### src/rtl/lsu_mem_ctrl.sv
// lsu_mem_ctrl: load/store unit bridging EX_MEM to a variable-latency req/ack data-memory port
module lsu_mem_ctrl #(
    parameter int ADDR_W  = 32,
    parameter int TIMEOUT = 16
) (
    input  logic              clk,
    input  logic              rst,
    input  logic              MR,
    input  logic              MW,
    input  logic [2:0]        func3,
    input  logic [ADDR_W-1:0] addr,
    input  logic [31:0]       wdata,
    output logic [31:0]       rdata,
    output logic              stall_mem,
    output logic              access_err,
    output logic              bus_err,
    output logic              mem_req,
    output logic              mem_we,
    output logic [ADDR_W-1:0] mem_addr,
    output logic [3:0]        mem_be,
    output logic [31:0]       mem_wdata,
    input  logic              mem_ack,
    input  logic [31:0]       mem_rdata
);
    typedef enum logic [1:0] {IDLE, WAIT, DONE} state_t;
    localparam int CNT_W = TIMEOUT > 1 ? $clog2(TIMEOUT) : 1;
    state_t           state;
    logic [CNT_W-1:0] cnt;
    logic [1:0]       lane_q;
    logic [2:0]       f3_q;
    logic             ld_q;
    logic             access, bad_op, misalign, legal, illegal, timed_out;
    logic [3:0]       be_n;
    logic [31:0]      wd_n, ext;
    logic [7:0]       sel_b;
    logic [15:0]      sel_h;
    assign access    = MR | MW;
    assign bad_op    = (MR & MW) | (MR & (func3 == 3'd3 || func3[2:1] == 2'b11)) | (MW & (func3 > 3'd2));
    assign misalign  = (func3[1:0] == 2'b01 && addr[0]) || (func3[1:0] == 2'b10 && addr[1:0] != 2'b00);
    assign legal     = access & ~bad_op & ~misalign;
    assign illegal   = access & ~legal;
    assign be_n      = func3[1:0] == 2'b00 ? 4'b0001 << addr[1:0] :
                       func3[1:0] == 2'b01 ? (addr[1] ? 4'b1100 : 4'b0011) : 4'b1111;
    assign wd_n      = func3[1:0] == 2'b00 ? {4{wdata[7:0]}} :
                       func3[1:0] == 2'b01 ? {2{wdata[15:0]}} : wdata;
    assign sel_b     = 8'(mem_rdata >> {lane_q, 3'b000});
    assign sel_h     = lane_q[1] ? mem_rdata[31:16] : mem_rdata[15:0];
    assign ext       = f3_q[1:0] == 2'b00 ? {{24{sel_b[7] & ~f3_q[2]}}, sel_b} :
                       f3_q[1:0] == 2'b01 ? {{16{sel_h[15] & ~f3_q[2]}}, sel_h} : mem_rdata;
    assign timed_out = (TIMEOUT != 0) && (cnt == CNT_W'(TIMEOUT - 1));
    // stall is raised combinationally on a legal issue so the pipeline freezes in the same cycle; reset forces it low
    assign stall_mem = rst & ((state == IDLE & legal) | (state == WAIT));
    // access FSM: latch the request in IDLE, wait for ack or timeout, present the result for one DONE cycle
    always_ff @(posedge clk or negedge rst) begin
        if (!rst) begin
            state      <= IDLE;
            cnt        <= '0;
            lane_q     <= '0;
            f3_q       <= '0;
            ld_q       <= 1'b0;
            rdata      <= '0;
            access_err <= 1'b0;
            bus_err    <= 1'b0;
            mem_req    <= 1'b0;
            mem_we     <= 1'b0;
            mem_addr   <= '0;
            mem_be     <= '0;
            mem_wdata  <= '0;
        end else begin
            access_err <= 1'b0;
            case (state)
                IDLE: begin
                    if (legal) begin
                        state     <= WAIT;
                        cnt       <= '0;
                        mem_req   <= 1'b1;
                        mem_we    <= MW;
                        mem_addr  <= {addr[ADDR_W-1:2], 2'b00};
                        mem_be    <= be_n;
                        mem_wdata <= MW ? wd_n : '0;
                        lane_q    <= addr[1:0];
                        f3_q      <= func3;
                        ld_q      <= MR;
                    end else if (illegal) begin
                        access_err <= 1'b1;
                        if (MR)
                            rdata <= '0;
                    end
                end
                WAIT: begin
                    if (mem_ack) begin
                        if (ld_q)
                            rdata <= ext;
                        mem_req <= 1'b0;
                        mem_be  <= '0;
                        mem_we  <= 1'b0;
                        state   <= DONE;
                    end else if (timed_out) begin
                        if (ld_q)
                            rdata <= '0;
                        mem_req <= 1'b0;
                        mem_be  <= '0;
                        mem_we  <= 1'b0;
                        bus_err <= 1'b1;
                        state   <= DONE;
                    end else begin
                        cnt <= cnt + 1'b1;
                    end
                end
                default: begin
                    bus_err <= 1'b0;
                    state   <= IDLE;
                end
            endcase
        end
    end
endmodule
### config.mk
export PLATFORM = sky130hd
export DESIGN_NAME = lsu_mem_ctrl
export DESIGN_NICKNAME = d
export VERILOG_FILES = /design/src/rtl/lsu_mem_ctrl.sv
export SDC_FILE = /design/constraint.sdc
export NUM_CORES = 1
export LEC_CHECK = 0
export BUFFER_PORTS_ARGS = -buffer_cell sky130_fd_sc_hd__buf_2
export CAP_MARGIN = 10
export CORE_MARGIN = 2
export CORE_UTILIZATION = 54
export DETAILED_ROUTE_END_ITERATION = 6
export GPL_ROUTABILITY_DRIVEN = 0
export PLACE_DENSITY = 0.88
export SETUP_SLACK_MARGIN = 0.05
export SYNTH_ARGS = -nofsm -noshare
export SYNTH_HDL_FRONTEND = slang
export SYNTH_SLANG_ARGS = --single-unit
### constraint.sdc
create_clock -name clk -period 4.8 [get_ports clk]
set_input_delay 0.24 -clock clk [delete_from_list [all_inputs] [get_ports clk]]
set_output_delay 0.24 -clock clk [all_outputs]
set_load 0.01 [all_outputs]
After elaboration in Yosys (flattened, before gate mapping)
Cells that the tools add are included.

Bits of input ports: 104. Word-level logic and storage cells: 108. Output and inout port bits: 105. Flip-flop bits (word level): 114.

Add/subtract/negate cells: 1. Shift operators: 2. Order comparisons: 1. Eq/ne operators: 16. Reductions and logical operators: 15. Multiplexer cells: 41. Bitwise operators: 19.

Operator list (number): 2-to-1 mux 32 bit (12); one-hot mux 32 bit (2 select lines) (1); 2-to-1 mux 4 bit (9); >> shifter 32 x 5 -> 8 bit (1); 2-to-1 mux 16 bit (1); inequality test 2 bit, second input constant (8); one-hot mux 4 bit (2 select lines) (2); bitwise AND 1 bit (10); 2-to-1 mux 1 bit (9); equality test 2 x 1 -> 1 bit, second input constant (3); zero test 2 bit (3); 2-to-1 mux 2 bit (3); one-hot mux 1 bit (2 select lines) (3); AND reduction 3 bit (2); AND reduction 6 bit (1); inverter 1 bit (5); adder 4 x 1 -> 4 bit, second input constant (1); equality test 2 bit, second input constant (2); equality test 4 bit, second input constant (1); bitwise OR 1 bit (4); one-hot mux 2 bit (2 select lines) (1); AND reduction 2 bit (2); AND reduction 4 bit (1); nonzero test 2 bit (2); 6 further kinds (8).

Longest topological paths before layout
Gate-level depths: netlist (run 1).

Word-level depth: 13. Gate-level depth with buffers: 8. Mapped depth without buffers: 6.

Worst setup path after synthesis (run 1)
No wires, ideal clock.

Path kind: in2reg. From: input MW. To: register rdata[1]. Data arrival time: 1.952 ns. Setup time: 0.125 ns. Path slack: 2.724 ns. Required time: 4.675 ns. Cell stages on the path: 6. Buffers on the path: 2. Cell sequence: buf_2 > or4b_4 > a21oi_2 > a2bb2oi_2 > buf_4 > mux2_2.

Word-level cells in the longest chain between the ends: 10. Elaborated cells on any way between the ends: 13. Those cells by class: eq/ne (2); bitwise (10); reduce/logical (1).

Ends and longest elaborated chain: start, declared (line 9) `input logic MW,`; bitwise AND 1 bit (line 38) `assign bad_op = (MR & MW) | (MR & (func3 == 3'd3 || func3[2:1] == 2'b11)) | (MW & (func3 > 3'd2));`; bitwise OR 1 bit (2 in series) (line 38); inverter 1 bit (line 40) `assign legal = access & ~bad_op & ~misalign;`; bitwise AND 1 bit (2 in series) (line 40); inverter 1 bit (line 41) `assign illegal = access & ~legal;`; bitwise AND 1 bit (line 41); inequality test 2 bit (no line); AND reduction 6 bit (no line) (*); end signal, assigned (line 93) `rdata <= ext;`; end, declared (line 13) `output logic [31:0] rdata,`.

Every way passes the cells marked *; elsewhere a longest branch is shown, timed or not. A chain may end at the register's enable or synchronous reset.

Worst setup path after layout (run 1)
From: input func3[2]. To: register mem_addr[13].

Word-level cells in the longest chain between the ends: 9. Elaborated cells on any way between the ends: 12. Those cells by class: order compare (1); eq/ne (2); bitwise (7); reduce/logical (2).

Ends and longest elaborated chain: start, declared (line 10) `input logic [2:0] func3,`; equality test 3 x 2 -> 1 bit / equality test 2 bit (equally long branches) (line 38); logical OR 1 bit (line 38); bitwise AND 1 bit (line 38); bitwise OR 1 bit (line 38); bitwise OR 1 bit (*) (line 38); inverter 1 bit (*) (line 40); bitwise AND 1 bit (*) (2 in series) (line 40); AND reduction 2 bit (no line) (*); end signal, assigned (line 78) `mem_addr <= {addr[ADDR_W-1:2], 2'b00};`; end, declared (line 19) `output logic [ADDR_W-1:0] mem_addr,`.

Marked as above.

==> run_summary.xml, run 1 <==
<?xml version="1.0" encoding="UTF-8"?>
<metrics>
  <group name="run_status">
    <metric name="outcome" unit="">finished clean</metric>
  </group>
  <group name="route">
    <metric name="routed.top_layer" unit="">met4</metric>
    <metric name="detail_route.wirelength" unit="µm">17000</metric>
    <metric name="drc_errors_left" unit="">0</metric>
    <metric name="dr_wl_met3" unit="µm">1400</metric>
    <metric name="antenna_left" unit="">0</metric>
    <metric name="post_drt_via_cell_ratio" unit="">5.79</metric>
    <metric name="detail_route.wl_per_cell" unit="µm">18.6</metric>
    <metric name="wl_met2" unit="µm">8740</metric>
    <metric name="total_number_of_vias" unit="">5294</metric>
    <metric name="firstDrtPassIters" unit="">5</metric>
    <metric name="detail_route.wirelength.met1" unit="µm">6300</metric>
    <metric name="detailedRoute.firstIterationViolations" unit="">386</metric>
  </group>
  <group name="timing">
    <metric name="worstMarginPinSlew" unit="ns">1.07</metric>
    <metric name="layout_skew" unit="ns">0.0173</metric>
    <metric name="hold_viol" unit="">0</metric>
    <metric name="final-setup-viol-count" unit="">0</metric>
    <metric name="final_min_period_over_clock_period" unit="%">51.8</metric>
    <metric name="slew-limit-headroom" unit="%">28.8</metric>
    <metric name="grt_setup_unrepaired" unit="">false</metric>
    <metric name="period_needed" unit="ns">2.49</metric>
    <metric name="finalSetupTns" unit="ns">0</metric>
    <metric name="final.setup.worst_slack" unit="ns">2.31</metric>
    <metric name="maxClockFrequency" unit="MHz">402</metric>
    <metric name="final_max_slew_viol_count" unit="">0</metric>
  </group>
  <group name="pwr">
    <metric name="switching_share" unit="%">30.8</metric>
    <metric name="power-per-cell-area" unit="mW/mm²">506</metric>
    <metric name="clkPwrFrac" unit="%">35.9</metric>
    <metric name="vdd.ir_drop.worst" unit="mV">0.291</metric>
    <metric name="net-switching-power" unit="W">0.00124</metric>
    <metric name="comb_power_share" unit="%">28.9</metric>
    <metric name="power_report.internal_total" unit="W">0.00279</metric>
    <metric name="p_seq_share" unit="%">35.2</metric>
    <metric name="leakage_power_figure" unit="nW">4.18</metric>
  </group>
  <group name="layout">
    <metric name="final_core_utilization" unit="%">74.4</metric>
    <metric name="most_common_cell_after_layout_fill_and_taps_aside" unit="">sky130_fd_sc_hd__buf_2</metric>
    <metric name="layout_common_cells" unit="">sky130_fd_sc_hd__buf_2 (205), sky130_fd_sc_hd__dfrtp_1 (114), sky130_fd_sc_hd__nand2_1 (78)</metric>
    <metric name="antenna-diode-count" unit="">0</metric>
    <metric name="final_net_count" unit="">867</metric>
    <metric name="area_growth_syn_to_layout" unit="%">36.0</metric>
    <metric name="ratio_of_cells_with_drive_above_1_in_the_final_layout" unit="%">43.7</metric>
  </group>
  <group name="synth">
    <metric name="synth_sequential_area_ratio" unit="%">48.8</metric>
    <metric name="async_flop_share" unit="%">100</metric>
    <metric name="synth_edf_count" unit="">0</metric>
    <metric name="warnings_synthesis" unit="">0</metric>
    <metric name="netlist_area" unit="mm²">0.00585</metric>
    <metric name="netlist.top_cell.by_area" unit="">sky130_fd_sc_hd__dfrtp_1</metric>
    <metric name="syn-instance-count" unit="">534</metric>
    <metric name="synthDominantCellAreaShare" unit="%">48.8</metric>
    <metric name="ys_types" unit="">49</metric>
    <metric name="synth_area_per_cell" unit="µm²">11.0</metric>
    <metric name="area_contributors_post_synth" unit="">sky130_fd_sc_hd__dfrtp_1 (49%), sky130_fd_sc_hd__mux2_2 (9.0%), sky130_fd_sc_hd__mux2_4 (8.7%), sky130_fd_sc_hd__nand2_1 (5.0%), sky130_fd_sc_hd__o21ai_0 (3.3%)</metric>
    <metric name="synth_top_flop_cell" unit="">sky130_fd_sc_hd__dfrtp_1</metric>
    <metric name="yosys_register_bits" unit="">114</metric>
  </group>
  <group name="placement">
    <metric name="hpwlAfterDp" unit="µm">11300</metric>
    <metric name="dp_worst_setup_slack" unit="ns">1.86</metric>
    <metric name="place.port_buffers" unit="">206</metric>
  </group>
  <group name="global_route">
    <metric name="wire_length_of_the_first_global_routing_pass" unit="µm">27400</metric>
    <metric name="pin_count_of_the_biggest_net_entering_global_routing" unit="">69</metric>
    <metric name="grt_overflow_total" unit="">0</metric>
    <metric name="antenna_violations_before_repair" unit="">0</metric>
    <metric name="groute.usage.overall" unit="%">30.4</metric>
    <metric name="first_global_vias" unit="">5549</metric>
  </group>
  <group name="die">
    <metric name="floorplan.die.width" unit="µm">108</metric>
    <metric name="die_area" unit="mm²">0.0117</metric>
    <metric name="die_height" unit="µm">108</metric>
    <metric name="design.portCount" unit="">209</metric>
    <metric name="fp-row-count" unit="">38</metric>
    <metric name="start_util" unit="%">54.7</metric>
    <metric name="core_area" unit="mm²">0.0107</metric>
  </group>
  <group name="hold_path">
    <metric name="worstHoldPathType" unit="">in -&gt; reg</metric>
    <metric name="worst_hold_startpoint" unit="">addr[0]</metric>
  </group>
  <group name="critical_path">
    <metric name="reg2reg_from" unit="">lane_q[1]</metric>
    <metric name="startpoint_type" unit="">primary input</metric>
    <metric name="timing.critical_path.required" unit="ns">5.21</metric>
    <metric name="worstSetupPathType" unit="">in -&gt; reg</metric>
    <metric name="startpoint" unit="">func3[2]</metric>
    <metric name="worst-endpoint-arrival" unit="ns">2.90</metric>
    <metric name="critical_path_peak_fanout" unit="">57</metric>
    <metric name="worst_setup_path_end_kind" unit="">flop</metric>
  </group>
  <group name="cts">
    <metric name="worstSkewPairLatency" unit="ns">0.53</metric>
    <metric name="max-clock-path-buffers" unit="">2</metric>
    <metric name="clock-sinks" unit="">114</metric>
    <metric name="post_cts.repair.setup_buffers" unit="">0</metric>
    <metric name="htree_num_levels" unit="">4</metric>
    <metric name="clock_tree_from_tritoncts" unit="">done</metric>
    <metric name="path_clk_slew" unit="ns">0.06</metric>
    <metric name="cts_bufs_inserted" unit="">17</metric>
    <metric name="root_cell_of_the_clock_tree" unit="">sky130_fd_sc_hd__clkbuf_8</metric>
  </group>
  <group name="flow_run">
    <metric name="max-cap-violations" unit="">0</metric>
  </group>
</metrics>
## state kept, by name, summed over array words and instances, names as in the netlist
name        flops
cnt             4
lane_q          2
mem_wdata      32
state           2
rdata          32
mem_be          4
bus_err         1
mem_addr       30
access_err      1
f3_q            3
ld_q            1
mem_we          1
mem_req         1
## per-layer routing
metal  vias to the layer above  track usage [%]
met3                        57             8.50
met2                       299             52.7
met5                         -                0
met1                      2595             33.9
li1                       2343                -
met4                         0             16.1
## worst max-delay path: stages
cell and delay, ns:
sky130_fd_sc_hd__dlygate4sd3_1 0.55, sky130_fd_sc_hd__buf_2 0.15, sky130_fd_sc_hd__o32a_1 0.37, sky130_fd_sc_hd__a2111o_2 0.85, sky130_fd_sc_hd__buf_12 0.38, sky130_fd_sc_hd__mux2_4 0.33
## power groups by stage
| stage | Clock, W | Sequential [W] | Combinational [W] |
|---|---|---|---|
| 5_1_grt | 0.00151 | 0.00145 | 0.00127 |
| 4_1_cts | 0.00146 | 0.00141 | 0.00115 |
| 3_5_place_dp | 0 | 0.00142 | 0.00112 |
| 3_3_place_gp | 0 | 0.00140 | 0.00108 |
| 6_report | 0.00144 | 0.00142 | 0.00116 |
| 2_1_floorplan | 0 | 0.00147 | 0.000637 |
## stage by stage
stage               hold WS (ns)  std cells  power, W  instance area [µm²]
finish                    0.0239        915   0.00403                 7960
global placement           0.280        846   0.00248                 6900
global route              0.0214        915   0.00422                 7960
CTS                      0.00207        914   0.00402                 7950
detailed placement         0.289        846   0.00254                 6900
floorplan                -0.0556        535   0.00210                 5850
## area by class of cell
type / instances / area (µm²)
Inverter: 29 / 109
Fill cell: 693 / 2740
Timing Repair Buffer: 248 / 1460
Clock inverter: 11 / 223
Clock buffer: 21 / 459
Multi-Input combinational cell: 352 / 2680
Tap cell: 140 / 175
Sequential cell: 114 / 2850
## what timing repair did
action / 4_1_cts / 5_1_grt
gates resized for setup: 0 / 0
hold buffers: 36 / 0
hold endpoints to repair: 81 / 0
## final timing paths
kind	cells past startpoint	slack, ns	to
min	2	0.02	lane_q[0]
max	6	2.31	mem_addr[13]
max in group asynchronous	3	3.25	lane_q[0]
max reg2reg	7	2.33	rdata[29]
min in group asynchronous	2	0.28	rdata[25]
min reg2reg	2	0.47	mem_wdata[26]
## kinds of logic (layout without fill, tap and decap cells)
family | count (synthesis) | in the layout | share of synthesized area (%)
multiplexers | 101 | 101 | 22.8
AO/OA/AOI/OAI | 124 | 124 | 13.4
adder cells (fa/ha/maj) | 1 | 1 | 0.214
buffers and inverters | 69 | 309 | 5.47
flip-flops | 114 | 114 | 48.8
XOR/XNOR | 1 | 1 | 0.150
AND/OR/NAND/NOR | 123 | 123 | 9.17
other | 1 | 2 | 0.0641
## Yosys cell counts, types with 4 or more instances
cell type and instances:
sky130_fd_sc_hd__o22ai_1 15, sky130_fd_sc_hd__buf_6 5, sky130_fd_sc_hd__nand2_1 78, sky130_fd_sc_hd__nor2b_1 9
sky130_fd_sc_hd__buf_2 4, sky130_fd_sc_hd__mux2_2 47, sky130_fd_sc_hd__buf_4 5, sky130_fd_sc_hd__o21ai_0 39
sky130_fd_sc_hd__a22o_1 6, sky130_fd_sc_hd__nor3_1 7, sky130_fd_sc_hd__mux2_4 34, sky130_fd_sc_hd__mux4_2 7
sky130_fd_sc_hd__a221oi_1 7, sky130_fd_sc_hd__a2111oi_0 7, sky130_fd_sc_hd__o21ai_1 11, sky130_fd_sc_hd__dfrtp_1 114
sky130_fd_sc_hd__clkbuf_1 24, sky130_fd_sc_hd__a21oi_1 23, sky130_fd_sc_hd__nor2_1 14, sky130_fd_sc_hd__inv_1 29
sky130_fd_sc_hd__nand3_1 5, sky130_fd_sc_hd__mux2i_1 10
No activity file was read; power rests on OpenSTA's default activity.
==> inputs of run 2 (changes only) <==
CORE_UTILIZATION = 45   (was 54)
PLACE_DENSITY = 0.78   (was 0.88)
clock period = 2.12 ns   (was 4.8 ns; I/O delays follow)
==> run 2 against run 1 <==
  * Critical path depth unchanged
  * Sequential cell count is the same
  * Design area up 3.2%
  * Sequential power up 120%
  * Global-route usage fell by 5.9 points
  * Register-to-register slack lost 2.2 ns
  * Routed wire length is essentially flat
==> run_summary.xml, run 2 (synthesis results as in run 1) <==
<?xml version="1.0" encoding="UTF-8"?>
<metrics>
  <group name="global_route">
    <metric name="wire_length_of_the_first_global_routing_pass" unit="µm">27200</metric>
    <metric name="pin_count_of_the_biggest_net_entering_global_routing" unit="">115</metric>
    <metric name="grt_overflow_total" unit="">0</metric>
    <metric name="first_global_vias" unit="">5408</metric>
    <metric name="groute.usage.overall" unit="%">24.5</metric>
    <metric name="antenna_violations_before_repair" unit="">3</metric>
    <metric name="grt_util_met2" unit="%">41.9</metric>
    <metric name="use_met3" unit="%">6.59</metric>
    <metric name="grt_util_met1" unit="%">29.1</metric>
    <metric name="busiest_layer" unit="">met2</metric>
  </group>
  <group name="critical_path">
    <metric name="r2r.worst_path.cells" unit="">6</metric>
    <metric name="worst_setup_path_end_kind" unit="">flop</metric>
    <metric name="critical_path_peak_fanout" unit="">24</metric>
    <metric name="crit_path_cell_trace" unit="">buf_4, nand2b_1, buf_4, o22ai_1, a2111oi_0, mux2_2</metric>
    <metric name="worst-endpoint-arrival" unit="ns">2.32</metric>
    <metric name="critical_path.slowest_cell" unit="">sky130_fd_sc_hd__a2111oi_0</metric>
    <metric name="critical_path.most_common_cell" unit="">sky130_fd_sc_hd__buf_4</metric>
    <metric name="worst_path_largest_cell_delay" unit="ns">0.59</metric>
    <metric name="worstSetupPathType" unit="">reg -&gt; reg</metric>
    <metric name="timing.critical_path.required" unit="ns">2.46</metric>
    <metric name="startpoint_type" unit="">flop</metric>
  </group>
  <group name="run_status">
    <metric name="outcome" unit="">finished clean</metric>
  </group>
  <group name="route">
    <metric name="detailedRoute.firstIterationViolations" unit="">361</metric>
    <metric name="antenna_left" unit="">0</metric>
    <metric name="total_number_of_vias" unit="">5193</metric>
    <metric name="detail_route.wl_per_cell" unit="µm">17.6</metric>
    <metric name="firstDrtPassIters" unit="">5</metric>
    <metric name="post_drt_via_cell_ratio" unit="">5.35</metric>
    <metric name="detail_route.wirelength" unit="µm">17000</metric>
    <metric name="drc_errors_left" unit="">0</metric>
  </group>
  <group name="timing">
    <metric name="hold_viol" unit="">0</metric>
    <metric name="layout_skew" unit="ns">0.00530</metric>
    <metric name="maxClockFrequency" unit="MHz">504</metric>
    <metric name="slew-limit-headroom" unit="%">59.9</metric>
    <metric name="final_min_period_over_clock_period" unit="%">93.6</metric>
    <metric name="grt_setup_unrepaired" unit="">false</metric>
    <metric name="final_max_slew_viol_count" unit="">0</metric>
    <metric name="period_needed" unit="ns">1.98</metric>
    <metric name="worstMarginPinSlew" unit="ns">0.587</metric>
    <metric name="final-setup-viol-count" unit="">0</metric>
  </group>
  <group name="die">
    <metric name="die_area" unit="mm²">0.0139</metric>
    <metric name="die_height" unit="µm">118</metric>
    <metric name="start_util" unit="%">46.2</metric>
    <metric name="core_area" unit="mm²">0.0127</metric>
    <metric name="design.portCount" unit="">209</metric>
    <metric name="floorplan.die.width" unit="µm">118</metric>
    <metric name="fp-row-count" unit="">41</metric>
  </group>
  <group name="pwr">
    <metric name="leakage_power_figure" unit="nW">4.29</metric>
    <metric name="vdd.ir_drop.worst" unit="mV">0.668</metric>
    <metric name="design_power_total" unit="W">0.00912</metric>
    <metric name="power-per-cell-area" unit="mW/mm²">1110</metric>
  </group>
  <group name="layout">
    <metric name="number_of_filler_cells_placed_in_the_layout" unit="">1006</metric>
    <metric name="ratio_of_cells_with_drive_above_1_in_the_final_layout" unit="%">45.0</metric>
    <metric name="final_design_instance_area_without_fill" unit="mm²">0.00821</metric>
    <metric name="multiInputGateArea" unit="mm²">0.00270</metric>
    <metric name="sequential_cell_area" unit="mm²">0.00285</metric>
    <metric name="biggestRegsByFlops" unit="">mem_wdata: 32 flops, rdata: 32 flops, mem_addr: 30 flops</metric>
    <metric name="area_growth_syn_to_layout" unit="%">40.3</metric>
    <metric name="final_net_count" unit="">888</metric>
    <metric name="layout_common_cells" unit="">sky130_fd_sc_hd__buf_2 (205), sky130_fd_sc_hd__dfrtp_1 (114), sky130_fd_sc_hd__nand2_1 (78)</metric>
    <metric name="most_common_cell_after_layout_fill_and_taps_aside" unit="">sky130_fd_sc_hd__buf_2</metric>
  </group>
  <group name="cts">
    <metric name="root_cell_of_the_clock_tree" unit="">sky130_fd_sc_hd__clkbuf_16</metric>
    <metric name="cts_bufs_inserted" unit="">17</metric>
    <metric name="worstSkewPairLatency" unit="ns">0.41</metric>
    <metric name="path_clk_slew" unit="ns">0.05</metric>
    <metric name="htree_num_levels" unit="">4</metric>
    <metric name="clock_tree_from_tritoncts" unit="">done</metric>
    <metric name="max-clock-path-buffers" unit="">2</metric>
    <metric name="clock-sinks" unit="">114</metric>
  </group>
  <group name="placement">
    <metric name="dpl-instance-area" unit="mm²">0.00712</metric>
    <metric name="place.port_buffers" unit="">206</metric>
    <metric name="hpwlAfterDp" unit="µm">11600</metric>
  </group>
  <group name="hold_path">
    <metric name="hold_depth" unit="">3</metric>
    <metric name="worstHoldPathType" unit="">in -&gt; reg</metric>
  </group>
  <group name="flow_run">
    <metric name="max-cap-violations" unit="">0</metric>
  </group>
</metrics>
run 2: stage by stage:
| step | hold WS [ns] | utilization, % | instances | setup TNS (ns) | worst slack, ns |
|---|---|---|---|---|---|
| 2_1_floorplan | -0.190 | - | 535 | 0 | 0.0851 |
| 3_3_place_gp | 0.235 | 56.2 | 897 | -0.316 | -0.0177 |
| 3_5_place_dp | 0.261 | 56.2 | 897 | -1.72 | -0.0602 |
| 4_1_cts | 0.00186 | 64.4 | 966 | 0 | 0.118 |
| 5_1_grt | 0.0313 | 64.8 | 969 | 0 | 0.0645 |
| 6_report | 0.0227 | 64.8 | 970 | 0 | 0.135 |
run 2: area by class of cell:
cell class | count | area share [%]
diodes | 3 | 0.0914
clock buffers | 22 | 5.90
clock inverters | 9 | 2.15
inverters | 29 | 1.33
multi-input cells | 352 | 32.8
flip-flops and latches | 114 | 34.7
well taps | 172 | 2.62
repair buffers | 269 | 20.3
run 2: worst paths after layout:
kind                               start             to  slack [ns]
setup / recovery               lane_q[1]       rdata[4]        0.14
hold / removal                  wdata[1]   mem_wdata[1]        0.02
setup reg to reg               lane_q[1]       rdata[4]        0.14
hold reg to reg            mem_wdata[24]  mem_wdata[24]        0.48
max in group asynchronous            rst  mem_wdata[28]        1.32
min in group asynchronous            rst      rdata[26]        0.36
run 2: critical path: cells and delay by family (launching register included):
| family | cells | cell delay (ns) |
|---|---|---|
| AOI/OAI and AO/OA | 2 | 0.66 |
| buffers and inverters | 2 | 0.42 |
| DFF | 1 | 0.42 |
| muxes | 1 | 0.27 |
| and+or+nand+nor | 1 | 0.15 |
run 2: timing repair:
item,in CTS,in global routing
endpoints found under the hold margin,151,0
buffers inserted,0,0
hold buffers,38,0
gates resized for setup,0,2
endpoints found under the setup margin,0,32
run 2: power breakdown:
| part | internal [W] | total, W | switching [W] |
|---|---|---|---|
| logic | 0.00141 | 0.00278 | 0.00136 |
| registers | 0.00275 | 0.00317 | 0.000421 |
| clock network | 0.00220 | 0.00318 | 0.000978 |
| total | 0.00636 | 0.00912 | 0.00276 |
run 2: layer usage:
layer | routed length, µm | part of all wire [%]
met5 | 0 | 0
met2 | 8490 | 50
met4 | 502 | 2.9
met3 | 1280 | 7.5
met1 | 6760 | 40
